**config.mk**
```make
export PLATFORM = sky130hd
export DESIGN_NAME = entropy_block_sequencer
export DESIGN_NICKNAME = d
export VERILOG_FILES = /design/src/rtl/jpeg_pkg.sv /design/src/rtl/entropy_skid_fifo.sv /design/src/rtl/entropy_block_sequencer.sv
export SDC_FILE = /design/constraint.sdc
export NUM_CORES = 1
export LEC_CHECK = 0
export BUFFER_PORTS_ARGS = -buffer_cell sky130_fd_sc_hd__buf_2
export CAP_MARGIN = 20
export CORE_MARGIN = 1
export CORE_UTILIZATION = 35
export DETAILED_ROUTE_END_ITERATION = 16
export GPL_ROUTABILITY_DRIVEN = 0
export PLACE_DENSITY_LB_ADDON = 0.12
export RECOVER_POWER = 25
export SLEW_MARGIN = 20
export SYNTH_ARGS = -nofsm -noshare
export SYNTH_HDL_FRONTEND = slang
export SYNTH_HIERARCHICAL = 1
export SYNTH_SLANG_ARGS = --single-unit
```
**constraint.sdc**
```tcl
create_clock -name clk -period 3.15 [get_ports clk]
set_input_delay 0.315 -clock clk [delete_from_list [all_inputs] [get_ports clk]]
set_output_delay 0.315 -clock clk [all_outputs]
set_load 0.02 [all_outputs]
```
**src/rtl/jpeg_pkg.sv**
```systemverilog
// Shared JPEG entropy-path types: chroma tags, per-pair context and
// block/MCU geometry helpers used by the block sequencer and its skid FIFO.
package jpeg_pkg;

    localparam int BLK_PAIRS = 32;
    localparam int BLKS_420  = 6;
    localparam int BLKS_444  = 3;

    typedef enum logic [1:0] {
        Y  = 2'd0,
        CB = 2'd1,
        CR = 2'd2
    } chroma_t;

    typedef enum logic [1:0] {
        ST_IDLE     = 2'd0,
        ST_WAIT_BLK = 2'd1,
        ST_READ     = 2'd2,
        ST_FLUSH    = 2'd3
    } seq_state_t;

    typedef struct packed {
        logic [4:0] cnt;
        chroma_t    chroma;
        logic       last_mcu;
    } pair_ctx_t;

    // Component carried by a block, from its position inside the MCU.
    function automatic chroma_t blk_chroma(input logic [2:0] blk_idx, input logic is_420);
        chroma_t c;
        c = Y;
        if (is_420) begin
            case (blk_idx)
                3'd4:    c = CB;
                3'd5:    c = CR;
                default: c = Y;
            endcase
        end else begin
            case (blk_idx)
                3'd1:    c = CB;
                3'd2:    c = CR;
                default: c = Y;
            endcase
        end
        return c;
    endfunction

    // Index of the final (Cr) block of an MCU.
    function automatic logic [2:0] blk_wrap(input logic is_420);
        return is_420 ? 3'(BLKS_420 - 1) : 3'(BLKS_444 - 1);
    endfunction

endpackage

```
**src/rtl/entropy_skid_fifo.sv**
```systemverilog
// Two-entry skid FIFO for a 1-cycle-latency read source feeding a stallable sink.
// Context travels with each read; the credit output counts reads still in flight.
module entropy_skid_fifo
    import jpeg_pkg::*;
#(
    parameter int DATA_W = 22
) (
    input  logic              clk,
    input  logic              reset,
    input  logic              issue,
    input  pair_ctx_t         issue_ctx,
    input  logic [DATA_W-1:0] rd_data,
    input  logic              pop,
    output logic              head_valid,
    output logic [DATA_W-1:0] head_data,
    output pair_ctx_t         head_ctx,
    output logic              credit_ok
);

    logic              pend_q, pend_d;
    pair_ctx_t         pend_ctx_q, pend_ctx_d;
    logic              v0_q, v0_d, v1_q, v1_d;
    logic [DATA_W-1:0] d0_q, d0_d, d1_q, d1_d;
    pair_ctx_t         c0_q, c0_d, c1_q, c1_d;
    logic              pop_s;
    logic [2:0]        occ_s;

    // Credit: entries held after this cycle's pop plus the read landing now.
    // Counting the pop keeps a full 1 pair/cycle stream with only two entries.
    always_comb begin
        pop_s     = pop & v0_q;
        occ_s     = {2'b00, v0_q} + {2'b00, v1_q} + {2'b00, pend_q} - {2'b00, pop_s};
        credit_ok = (occ_s < 3'd2);
    end

    // Entry update: pop shifts the skid entry to the head, arriving data fills the first free slot.
    always_comb begin
        v0_d       = v0_q;
        v1_d       = v1_q;
        d0_d       = d0_q;
        d1_d       = d1_q;
        c0_d       = c0_q;
        c1_d       = c1_q;
        pend_d     = issue;
        pend_ctx_d = issue_ctx;
        if (pop_s) begin
            if (v1_q) begin
                d0_d = d1_q;
                c0_d = c1_q;
                v1_d = 1'b0;
            end else begin
                v0_d = 1'b0;
            end
        end else begin
            v0_d = v0_q;
        end
        if (pend_q) begin
            if (!v0_d) begin
                v0_d = 1'b1;
                d0_d = rd_data;
                c0_d = pend_ctx_q;
            end else begin
                v1_d = 1'b1;
                d1_d = rd_data;
                c1_d = pend_ctx_q;
            end
        end else begin
            d1_d = d1_q;
        end
    end

    // Storage and in-flight tracking; reset also drops any read still in flight.
    always_ff @(posedge clk) begin
        if (reset) begin
            pend_q     <= 1'b0;
            pend_ctx_q <= '0;
            v0_q       <= 1'b0;
            v1_q       <= 1'b0;
            d0_q       <= '0;
            d1_q       <= '0;
            c0_q       <= '0;
            c1_q       <= '0;
        end else begin
            pend_q     <= pend_d;
            pend_ctx_q <= pend_ctx_d;
            v0_q       <= v0_d;
            v1_q       <= v1_d;
            d0_q       <= d0_d;
            d1_q       <= d1_d;
            c0_q       <= c0_d;
            c1_q       <= c1_d;
        end
    end

    assign head_valid = v0_q;
    assign head_data  = d0_q;
    assign head_ctx   = c0_q;

endmodule

```
**src/rtl/entropy_block_sequencer.sv**
```systemverilog
// Walks the MCU/block structure of a frame, reads each 32-pair block from the
// coefficient buffer and hands context-tagged pairs to the entropy stage.
module entropy_block_sequencer
    import jpeg_pkg::*;
#(
    parameter int MCU_CNT_W = 16,
    parameter int COEFF_W   = 11
) (
    input  logic                      clk,
    input  logic                      reset,
    input  logic                      start,
    input  logic                      cfg_420,
    input  logic [MCU_CNT_W-1:0]      cfg_mcu_count,
    input  logic                      blk_avail,
    output logic                      blk_release,
    output logic                      rd_en,
    output logic [4:0]                rd_addr,
    input  logic [2*COEFF_W-1:0]      rd_data,
    output logic signed [COEFF_W-1:0] q [2],
    output logic                      q_valid,
    input  logic                      q_hold,
    output logic [4:0]                q_cnt,
    output logic [1:0]                q_chroma,
    output logic                      q_last_mcu,
    output logic                      busy,
    output logic                      frame_done
);

    seq_state_t           state_q, state_d;
    logic                 cfg_420_q, cfg_420_d;
    logic [MCU_CNT_W-1:0] cfg_mcu_q, cfg_mcu_d;
    logic [2:0]           blk_idx_q, blk_idx_d;
    logic [MCU_CNT_W-1:0] mcu_idx_q, mcu_idx_d;
    logic [4:0]           rd_addr_q, rd_addr_d;
    logic                 busy_q, busy_d;
    logic                 frame_done_q, frame_done_d;

    logic                 rd_en_s;
    logic                 blk_release_s;
    logic                 credit_ok_s;
    logic                 head_valid_s;
    logic [2*COEFF_W-1:0] head_data_s;
    pair_ctx_t            head_ctx_s;
    pair_ctx_t            issue_ctx_s;
    logic                 pop_s;
    logic                 last_blk_s;
    logic                 blk_at_wrap_s;
    logic                 pair31_done_s;

    // Context is fixed at read issue; the last block of a frame is always its Cr block.
    always_comb begin
        blk_at_wrap_s      = (blk_idx_q == blk_wrap(cfg_420_q));
        last_blk_s         = blk_at_wrap_s && (mcu_idx_q == cfg_mcu_q);
        issue_ctx_s.cnt    = rd_addr_q;
        issue_ctx_s.chroma = blk_chroma(blk_idx_q, cfg_420_q);
        issue_ctx_s.last_mcu = last_blk_s;
        pop_s              = head_valid_s & ~q_hold;
        pair31_done_s      = pop_s && (head_ctx_s.cnt == 5'(BLK_PAIRS - 1));
    end

    // Next-state and strobe logic for the frame walk.
    always_comb begin
        state_d       = state_q;
        cfg_420_d     = cfg_420_q;
        cfg_mcu_d     = cfg_mcu_q;
        blk_idx_d     = blk_idx_q;
        mcu_idx_d     = mcu_idx_q;
        rd_addr_d     = rd_addr_q;
        busy_d        = busy_q;
        frame_done_d  = 1'b0;
        rd_en_s       = 1'b0;
        blk_release_s = 1'b0;
        case (state_q)
            ST_IDLE: begin
                if (start) begin
                    cfg_420_d = cfg_420;
                    cfg_mcu_d = cfg_mcu_count;
                    blk_idx_d = 3'd0;
                    mcu_idx_d = '0;
                    busy_d    = 1'b1;
                    state_d   = ST_WAIT_BLK;
                end else begin
                    state_d = ST_IDLE;
                end
            end
            ST_WAIT_BLK: begin
                if (blk_avail) begin
                    rd_addr_d = 5'd0;
                    state_d   = ST_READ;
                end else begin
                    state_d = ST_WAIT_BLK;
                end
            end
            ST_READ: begin
                if (credit_ok_s) begin
                    rd_en_s   = 1'b1;
                    rd_addr_d = rd_addr_q + 5'd1;
                    if (rd_addr_q == 5'(BLK_PAIRS - 1)) begin
                        state_d = ST_FLUSH;
                    end else begin
                        state_d = ST_READ;
                    end
                end else begin
                    state_d = ST_READ;
                end
            end
            ST_FLUSH: begin
                if (pair31_done_s) begin
                    blk_release_s = 1'b1;
                    if (last_blk_s) begin
                        frame_done_d = 1'b1;
                        busy_d       = 1'b0;
                        state_d      = ST_IDLE;
                    end else begin
                        state_d = ST_WAIT_BLK;
                        if (blk_at_wrap_s) begin
                            blk_idx_d = 3'd0;
                            mcu_idx_d = mcu_idx_q + {{(MCU_CNT_W-1){1'b0}}, 1'b1};
                        end else begin
                            blk_idx_d = blk_idx_q + 3'd1;
                        end
                    end
                end else begin
                    state_d = ST_FLUSH;
                end
            end
            default: begin
                state_d = ST_IDLE;
            end
        endcase
    end

    // Sequencer state register.
    always_ff @(posedge clk) begin
        if (reset) begin
            state_q      <= ST_IDLE;
            cfg_420_q    <= 1'b0;
            cfg_mcu_q    <= '0;
            blk_idx_q    <= 3'd0;
            mcu_idx_q    <= '0;
            rd_addr_q    <= 5'd0;
            busy_q       <= 1'b0;
            frame_done_q <= 1'b0;
        end else begin
            state_q      <= state_d;
            cfg_420_q    <= cfg_420_d;
            cfg_mcu_q    <= cfg_mcu_d;
            blk_idx_q    <= blk_idx_d;
            mcu_idx_q    <= mcu_idx_d;
            rd_addr_q    <= rd_addr_d;
            busy_q       <= busy_d;
            frame_done_q <= frame_done_d;
        end
    end

    entropy_skid_fifo #(
        .DATA_W(2*COEFF_W)
    ) u_skid (
        .clk       (clk),
        .reset     (reset),
        .issue     (rd_en_s),
        .issue_ctx (issue_ctx_s),
        .rd_data   (rd_data),
        .pop       (pop_s),
        .head_valid(head_valid_s),
        .head_data (head_data_s),
        .head_ctx  (head_ctx_s),
        .credit_ok (credit_ok_s)
    );

    assign rd_en       = rd_en_s;
    assign rd_addr     = rd_addr_q;
    assign blk_release = blk_release_s;
    assign busy        = busy_q;
    assign frame_done  = frame_done_q;
    assign q_valid     = head_valid_s;
    assign q[0]        = $signed(head_data_s[COEFF_W-1:0]);
    assign q[1]        = $signed(head_data_s[2*COEFF_W-1:COEFF_W]);
    assign q_cnt       = head_ctx_s.cnt;
    assign q_chroma    = head_ctx_s.chroma;
    assign q_last_mcu  = head_ctx_s.last_mcu;

endmodule

```
Yosys cells after proc, flatten, opt, wreduce, memory -nomap -nowiden
Cells that the tools add are included.
{"block": "totals", "in_bits": 44, "elab_cells": 111, "ff_bits": 116}
{"block": "classes", "eq_ne": 18, "bitwise": 5, "muxes": 47, "order_cmp": 1, "n_reduce_logical": 12, "addsub": 6}
{"cell": "$mux 22", "n": 4}
{"cell": "$mux 16", "n": 4}
{"cell": "$mux 8", "n": 4}
{"cell": "$pmux 16 s2", "n": 1}
{"cell": "$mux 1", "n": 17}
{"cell": "$add 16x1->16 const B", "n": 1}
{"cell": "$eq 16x16->1", "n": 1}
{"cell": "$mux 3", "n": 5}
{"cell": "$ne 2x2->1 const B", "n": 7}
{"cell": "$eq 5x5->1 const B", "n": 2}
{"cell": "$mux 5", "n": 2}
{"cell": "$pmux 5 s2", "n": 1}
{"cell": "$mux 2", "n": 4}
{"cell": "$pmux 2 s2", "n": 2}
{"cell": "$pmux 2 s4", "n": 1}
{"cell": "$reduce_and 4->1", "n": 2}
{"cell": "$eq 3x3->1 const B", "n": 2}
{"cell": "$pmux 3 s2", "n": 1}
{"cell": "$add 5x1->5 const B", "n": 1}
{"cell": "$reduce_and 5->1", "n": 1}
{"cell": "$eq 2x2->1 const B", "n": 2}
{"cell": "$reduce_and 2->1", "n": 2}
{"cell": "$reduce_bool 2->1", "n": 2}
{"cell": "$add 3x1->3", "n": 1}
{"cell": "other kinds (15)", "n": 19}

Depth between registers and ports, before layout
Gate-level depths: netlist of the first run.
{"block": "depth", "word_depth": 7, "depth_mapped": 13, "mapped_depth_nobuf": 12}

Hierarchy
Netlist of the first run, hierarchy kept.
{"module": "entropy_skid_fifo", "instances": 1, "cells_each": 305, "area_each_um2": 3057.9}
{"module": "entropy_block_sequencer", "instances": 1, "cells_each": 297, "area_each_um2": 2362.3}

Worst setup path before layout of the first run
OpenSTA, ideal clock, no wires.
{"block": "synth_timing", "kind": "register -> register", "start": "register u_skid.v0_q, in the netlist u_skid/head_valid", "end": "register rd_addr_q[3], in the netlist rd_addr[3]", "period_less_slack_ps": 2805, "arrival_time_ps": 2727, "n_path_buf": 1, "slack_ps": 345, "path_stages_with_launch": 14, "cell_sequence": "dfxtp_1 > nor2b_1 > inv_1 > nor2_1 > ha_1 > inv_1 > ha_1 > a21oi_1 > xor2_1 > and3b_1 > clkbuf_1 > nand4_1 > xor2_1 > nor3_1"}
{"block": "synth_between", "elab_chain_len": 6, "elab_cells_between_ends": 8, "classes_between": "add/sub (3); order compare (1); eq/ne (1); bitwise (2); reduce/logical (1)"}
{"item": "from (decl)", "line": "entropy_skid_fifo.sv:22", "text": "logic v0_q, v0_d, v1_q, v1_d;"}
{"item": "from (signal assigned)", "line": "entropy_skid_fifo.sv:86", "text": "v0_q <= v0_d;"}
{"item": "$and 1x1->1", "line": "entropy_block_sequencer.sv:57", "text": "pop_s = head_valid_s & ~q_hold;"}
{"item": "via pop_s", "line": "entropy_block_sequencer.sv:45", "text": "logic pop_s;"}
{"item": "$and 1x1->1", "line": "entropy_skid_fifo.sv:31", "text": "pop_s = pop & v0_q;"}
{"item": "$sub 3x1->3", "line": "entropy_skid_fifo.sv:32", "text": "occ_s = {2'b00, v0_q} + {2'b00, v1_q} + {2'b00, pend_q} - {2'b00, pop_s};"}
{"item": "$lt 3x2->1", "line": "entropy_skid_fifo.sv:33", "text": "credit_ok = (occ_s < 3'd2);"}
{"item": "via credit_ok_s", "line": "entropy_block_sequencer.sv:40", "text": "logic credit_ok_s;"}
{"item": "$ne 2x2->1 (no line)"}
{"item": "$reduce_and 3->1 (no line)"}
{"item": "to (signal assigned)", "line": "entropy_block_sequencer.sv:150", "text": "rd_addr_q <= rd_addr_d;"}
{"item": "to (decl)", "line": "entropy_block_sequencer.sv:34", "text": "logic [4:0] rd_addr_q, rd_addr_d;"}
The timed path passes the listed nets, and every way through them passes these cells.
A chain may end at the register's enable or synchronous reset.

Worst setup path in the final report of the first run
{"block": "layout_timing", "start": "register u_skid.v0_q, in the netlist u_skid/head_valid", "end": "output rd_en"}
{"block": "layout_between", "elab_chain_len": 6, "elab_cells_between_ends": 8, "classes_between": "add/sub (3); order compare (1); mux (2); bitwise (2)"}
{"item": "$and 1x1->1", "line": "entropy_block_sequencer.sv:57"}
{"item": "via pop_s", "line": "entropy_block_sequencer.sv:45"}
{"item": "$and 1x1->1", "line": "entropy_skid_fifo.sv:31"}
{"item": "$sub 3x1->3", "line": "entropy_skid_fifo.sv:32"}
{"item": "$lt 3x2->1", "line": "entropy_skid_fifo.sv:33"}
{"item": "via credit_ok_s", "line": "entropy_block_sequencer.sv:40"}
{"item": "$mux 1", "line": "entropy_block_sequencer.sv:95", "text": "if (credit_ok_s) begin"}
{"item": "$mux 1", "line": "entropy_block_sequencer.sv:73", "text": "case (state_q)"}
{"item": "to (decl)", "line": "entropy_block_sequencer.sv:16", "text": "output logic rd_en,"}
The timed path passes the listed nets, and every way through them passes these cells.

==> impl_metrics.json, run 1 <==
{
  "comb_power_share_pct": 7.7,
  "whs_path_depth": 3,
  "coreArea_sq_um": 15100,
  "ys_top_cells_by_area": "dfxtp_1 43%, nand2b_1 6.9%, a21oi_1 6.4%",
  "wl_mm": 12.4,
  "cts_root_buf": "clkbuf_16",
  "synth.avg_cell_area_sq_um": 9.00,
  "drive_gt1_share_pct": 17.9,
  "pin_count": 84,
  "p_leak_nw": 2.36,
  "die_x_um": 126,
  "powerDensity_nw_per_um2": 571,
  "postCtsHoldBufs": 0,
  "period_needed_ps": 2890,
  "async_flop_share_pct": 0,
  "required_ps": 2830,
  "r2r_slack_ps": 680,
  "setup_viol_count_final": 0,
  "end_kind": "primary output",
  "grt_pass1_vias": 4048,
  "finalMaxSlewViolations": 0,
  "drt.antenna.violating_nets": 0,
  "period_share_pct": 91.9,
  "p_switching_mw": 0.844,
  "gr-total-overflow": 0,
  "hold_class": "primary input to register",
  "synth_top_area_share_pct": 42.8,
  "clock_path_buffers": 2,
  "worst_slew_pin_slew_ps": 1190,
  "placementRows": 45,
  "dp_hpwl_mm": 8.25,
  "grt_max_degree": 77,
  "vias_per_cell": 5.06,
  "netlist_instances": 602,
  "area.growth.synth_to_final_pct": 17.7,
  "final-hold-violation-count": 0,
  "p_total_mw": 3.64,
  "ys.warnings.count": 6,
  "start_kind": "register",
  "drtIter0Drc": 196,
  "p_int_mw": 2.80,
  "finalNetCount": 716,
  "post_cts.repair.setup_buffers": 0,
  "htree_levels": 4,
  "vdd_drop_max_mv": 0.382,
  "tns_ps": 0,
  "synth_nets": 655,
  "clkTransAtPathRegs_ps": 50,
  "netlist_area_sq_um": 5420,
  "portBuffers": 83,
  "drc": 0,
  "skew_ps": 11.6,
  "hold-path-endpoint": "cfg_mcu_q[12]",
  "synth.yosys.seq_area_share_pct": 42.8,
  "r2r_start": "u_skid/head_valid",
  "avgRoutedWirePerCell_um": 14.4,
  "clk_latency_ps": 420,
  "synth-edff-count": 0,
  "yosysUniqueCellTypes": 49,
  "initial_core_util_pct": 35.8,
  "rsz0062_at_grt": "no",
  "cp_max_fo": 6,
  "vias": 4363,
  "drv_cap": 0,
  "ff2ff_path_depth": 12,
  "maxSlewHeadroom_pct": 20.6,
  "timing.rr.end": "rd_addr[3]",
  "holdCritStartpoint": "cfg_mcu_count[12]",
  "synthFlopType": "dfxtp_1",
  "p_sw_share_pct": 23.2,
  "antenna_found_initial": 0,
  "power_frac_seq_pct": 42.3,
  "power_frac_clock_pct": 50.0,
  "track_usage_pct": 16.2,
  "ys_seq_elements": 116,
  "critical_path_class": "register to primary output",
  "grt_pass1_wl_mm": 20.3,
  "outcome": "finished, final reports clean",
  "dr.pass1.iters": 4,
  "die-area_sq_um": 16000,
  "critPathArrivalTime_ps": 2580,
  "n_antenna_cell": 0,
  "cts.sinks": 116,
  "synth_largest_area_cell": "dfxtp_1",
  "die_y_um": 126,
  "timing.fmax_mhz": 346,
  "numCtsBuffers": 17,
  "cts_tree": "yes"
}
[cells in the mapped netlist, types with 6 or more instances]
master / count
dfxtp_1: 116
a21oi_1: 69
nand2b_1: 60
nand2_1: 54
inv_1: 40
mux2i_1: 32
o221a_2: 26
clkbuf_1: 22
xor2_1: 19
nor2_1: 17
o21ai_0: 12
nor2b_1: 10
ha_1: 9
or3_1: 9
buf_2: 8
nand3_1: 8
nand4_1: 8
nor4_1: 7
or4_1: 6
[power groups by stage]
| stage | registers, mW | clock network, mW | logic, mW |
|---|---|---|---|
| after floorplan | 1.58 | 0 | 0.181 |
| after global placement | 1.57 | 0 | 0.280 |
| after detailed placement | 1.57 | 0 | 0.285 |
| after CTS | 1.54 | 1.87 | 0.285 |
| after global routing | 1.54 | 1.94 | 0.313 |
| final | 1.54 | 1.82 | 0.279 |
[cell families after synthesis]
group,after synthesis,share of synthesized area [%]
AOI/OAI and AO/OA,134,17.0
xor gates and xnor gates,19,3.07
adders and majority gates,9,2.08
buffers and inverters,87,7.89
DFF,116,42.8
muxes,32,5.91
and+or+nand+nor,205,21.2
[layer usage]
layer / share of wire (%) / GRT usage, % / wire [um] / up-vias
li1: - / - / - / 2216
met1: 50 / 21.3 / 6180 / 2041
met2: 44 / 24.8 / 5470 / 93
met3: 4.8 / 5.06 / 601 / 13
met4: 1.4 / 6.38 / 178 / 0
met5: 0 / 0 / 0 / -
[worst max path at each step]
stage / cells past startpoint / endpoint / startpoint / slack (ps)
finish: 10 / rd_en / u_skid/head_valid / 260
global route: 10 / rd_en / u_skid/head_valid / 10
CTS: 10 / rd_en / u_skid/head_valid / 20
detailed placement: 11 / rd_en / q_hold / 370
global placement: 11 / rd_en / q_hold / 410
floorplan: 13 / rd_addr[3] / u_skid/head_valid / 350
[worst max-delay path, stage by stage (launching register included)]
cell and delay (ps):
dfxtp_1 320, nor2b_2 220, inv_1 120, nor2_1 110, ha_1 230, inv_1 60, ha_1 210, a21oi_1 220
xor2_2 230, and3b_2 280, buf_2 180
[placed cells by master, fill, tap and decap left out, drive strengths merged, types with 9 or more instances in the layout]
cell,count
nor2,17
nand2b,61
ha,9
o21ai,12
o221a,30
inv,40
a21oi,69
xor2,19
buf,54
or3,9
nor2b,10
nand2,54
clkbuf,61
dfxtp,116
mux2i,32
[final cells by class]
cell class | count | area, sq um
Fill cell | 1514 | 8770
Clock buffer | 27 | 513
Clock inverter | 4 | 45.0
Sequential cell | 116 | 2320
Timing Repair Buffer | 88 | 410
Inverter | 41 | 154
Multi-Input combinational cell | 399 | 2700
Tap cell | 188 | 235
[what timing repair did]
item / 4_1_cts / 5_1_grt
resized for setup: 0 / 3
hold endpoints to repair: 0 / 0
setup endpoints to repair: 0 / 1
[registers in the layout, indices dropped and copies added (netlist names), 3 cells and up]
signal and flops:
blk_idx_q 3, cfg_mcu_q 16, mcu_idx_q 16, rd_addr 5, u_skid/c1_q 8, u_skid/d1_q 22, u_skid/head_ctx 8, u_skid/head_data 22
u_skid/pend_ctx_q 8
[stage by stage]
stage                     util, %  cells  hold slack [ps]  instance area, sq um  setup slack (ps)
after floorplan                 -    602              448                  5420               345
after detailed placement     38.6    832              465                  5850               374
after global routing         42.1    863              128                  6380              14.9
after global placement       38.6    832              456                  5850               412
after CTS                    42.3    863              119                  6410              16.7
final                        42.1    863              140                  6380               256
(Power assumes the default switching activity.)
==> run 2, diff against run 1 <==
- clock period: 3.15 -> 3.7 ns (I/O delays scaled with it)
==> impl_metrics.json, run 2 (synthesis results as in run 1) <==
{
  "outcome": "finished with violations",
  "failed_checks": "capacitance limit, slew limit",
  "drc": 0,
  "p_total_mw": 3.17,
  "drtIter0Drc": 212,
  "antenna_found_initial": 0,
  "clock_path_buffers": 2,
  "period_share_pct": 90.4,
  "clkTransAtPathRegs_ps": 50,
  "layout_common_cells": "115 x dfxtp_1, 68 x a21oi_1, 60 x nand2b_1",
  "vias_per_cell": 5.01,
  "drt.antenna.violating_nets": 0,
  "drive_gt1_share_pct": 17.1,
  "cpMaxStageDelayCell": "dfxtp_2",
  "timing.rr.end": "rd_addr[3]",
  "cts_root_buf": "clkbuf_16",
  "crit_end": "rd_en",
  "ff2ff_path_depth": 12,
  "dr.pass1.iters": 4,
  "worst_slew_pin_slew_ps": 1970,
  "path_cells": "nor2b_1 -> inv_1 -> nor2_1 -> ha_1 -> inv_1 -> ha_1 -> a21oi_1 -> xor2_1 -> and3b_1 -> buf_2",
  "dp_hpwl_mm": 8.23,
  "maxSlewHeadroom_pct": -31.3,
  "cp_max_fo": 12,
  "drv_cap": 1,
  "tns_ps": 0,
  "die_x_um": 126,
  "holdCritStartpoint": "cfg_mcu_count[7]",
  "wl_mm": 12.5,
  "critical_path_class": "register to primary output",
  "cp.depth": 10,
  "numCtsBuffers": 17,
  "rsz0062_at_grt": "no",
  "postCtsHoldBufs": 0,
  "cts.repair.resized": 0,
  "multi_input_area_sq_um": 2690,
  "crit_path_max_incr_delay_ps": 450,
  "crit_buf_inv": 3,
  "htree_levels": 4,
  "required_ps": 3330,
  "cts.sinks": 116,
  "n_antenna_cell": 0,
  "coreArea_sq_um": 15100,
  "post-place-ws_ps": 670,
  "area.growth.synth_to_final_pct": 17.7,
  "post_cts.repair.setup_buffers": 0,
  "p_leak_nw": 2.35,
  "initial_core_util_pct": 35.8,
  "r2r_start": "u_skid/head_valid",
  "grt_pass1_wl_mm": 20.4,
  "portBuffers": 83,
  "fill_cells": 1551,
  "powerDensity_nw_per_um2": 496,
  "critPathTopFamily": "simple AND/OR/NAND/NOR gates",
  "mostFrequentLayoutCell": "dfxtp_1",
  "track_usage_pct": 16.1,
  "cts_tree": "yes",
  "r2r_slack_ps": 800,
  "pin_count": 84,
  "die-area_sq_um": 16000,
  "seq_area_sq_um": 2320,
  "grt_pass1_vias": 4050,
  "skew_ps": 4.96,
  "grt_max_degree": 84,
  "end_kind": "primary output",
  "final-hold-violation-count": 0,
  "setup_slack_ps": 356,
  "crit_start": "u_skid/head_valid",
  "clk_latency_ps": 410,
  "finalMaxSlewViolations": 54,
  "avgRoutedWirePerCell_um": 14.5,
  "gr-total-overflow": 0,
  "hold_class": "primary input to register",
  "finalCoreUtilization_pct": 42.1,
  "period_needed_ps": 3340,
  "die_y_um": 126,
  "placementRows": 45,
  "critPathArrivalTime_ps": 2970,
  "start_kind": "register",
  "vias": 4313,
  "setup_viol_count_final": 0,
  "timing.fmax_mhz": 299,
  "vdd_drop_max_mv": 0.318,
  "finalNetCount": 715
}
run 2: changes by cell type in the layout (fill, tap and decap cells not counted), sizes merged:
cell	change
buf	-3
bufinv	+1
clkbuf	+1
clkinv	-1
run 2: worst min-delay path by stage:
stage | end | slack [ps] | cells after the start
final | cfg_mcu_q[7] | 190 | 3
after global routing | cfg_mcu_q[14] | 180 | 3
after CTS | cfg_mcu_q[7] | 180 | 3
after detailed placement | u_skid/c1_q[5] | 460 | 2
after global placement | cfg_mcu_q[1] | 460 | 2
after floorplan | cfg_mcu_q[14] | 450 | 2
run 2: final cells by class:
type / count / share of cell area [%]
Timing Repair Buffer: 87 / 6.26
Clock inverter: 4 / 1.10
Inverter: 41 / 2.41
Clock buffer: 26 / 7.98
Tap cell: 188 / 3.69
Sequential cell: 116 / 36.4
Multi-Input combinational cell: 399 / 42.1
run 2: stage by stage:
stage / area, sq um / cells / hold WS, ps
global route: 6380 / 861 / 184
global placement: 5850 / 831 / 455
CTS: 6420 / 861 / 175
finish: 6380 / 861 / 193
detailed placement: 5850 / 831 / 461
floorplan: 5420 / 602 / 448
run 2: where the power goes:
group,switching (mW),leakage [nW],internal [mW]
registers,0.0277,0.939,1.28
logic,0.144,1.13,0.0926
clock network,0.546,0.286,1.07
run 2: worst reg2reg max path, stage by stage, from the launching register on:
cell     delay (ps)
dfxtp_2         450
nor2b_1         330
inv_1           160
nor2_1          130
ha_1            240
inv_1            60
ha_1            210
a21oi_1         180
xor2_1          290
and3b_1         310
nand4_1         130
xor2_1          150
nor3_1           60
run 2: layer usage:
layer  wire length [um]  vias up  GRT usage, %
met1               6240     1980          21.5
met5                  0        -             0
met2               5530      101          24.8
li1                   -     2209             -
met4                243        0          7.02
met3                454       23          3.88
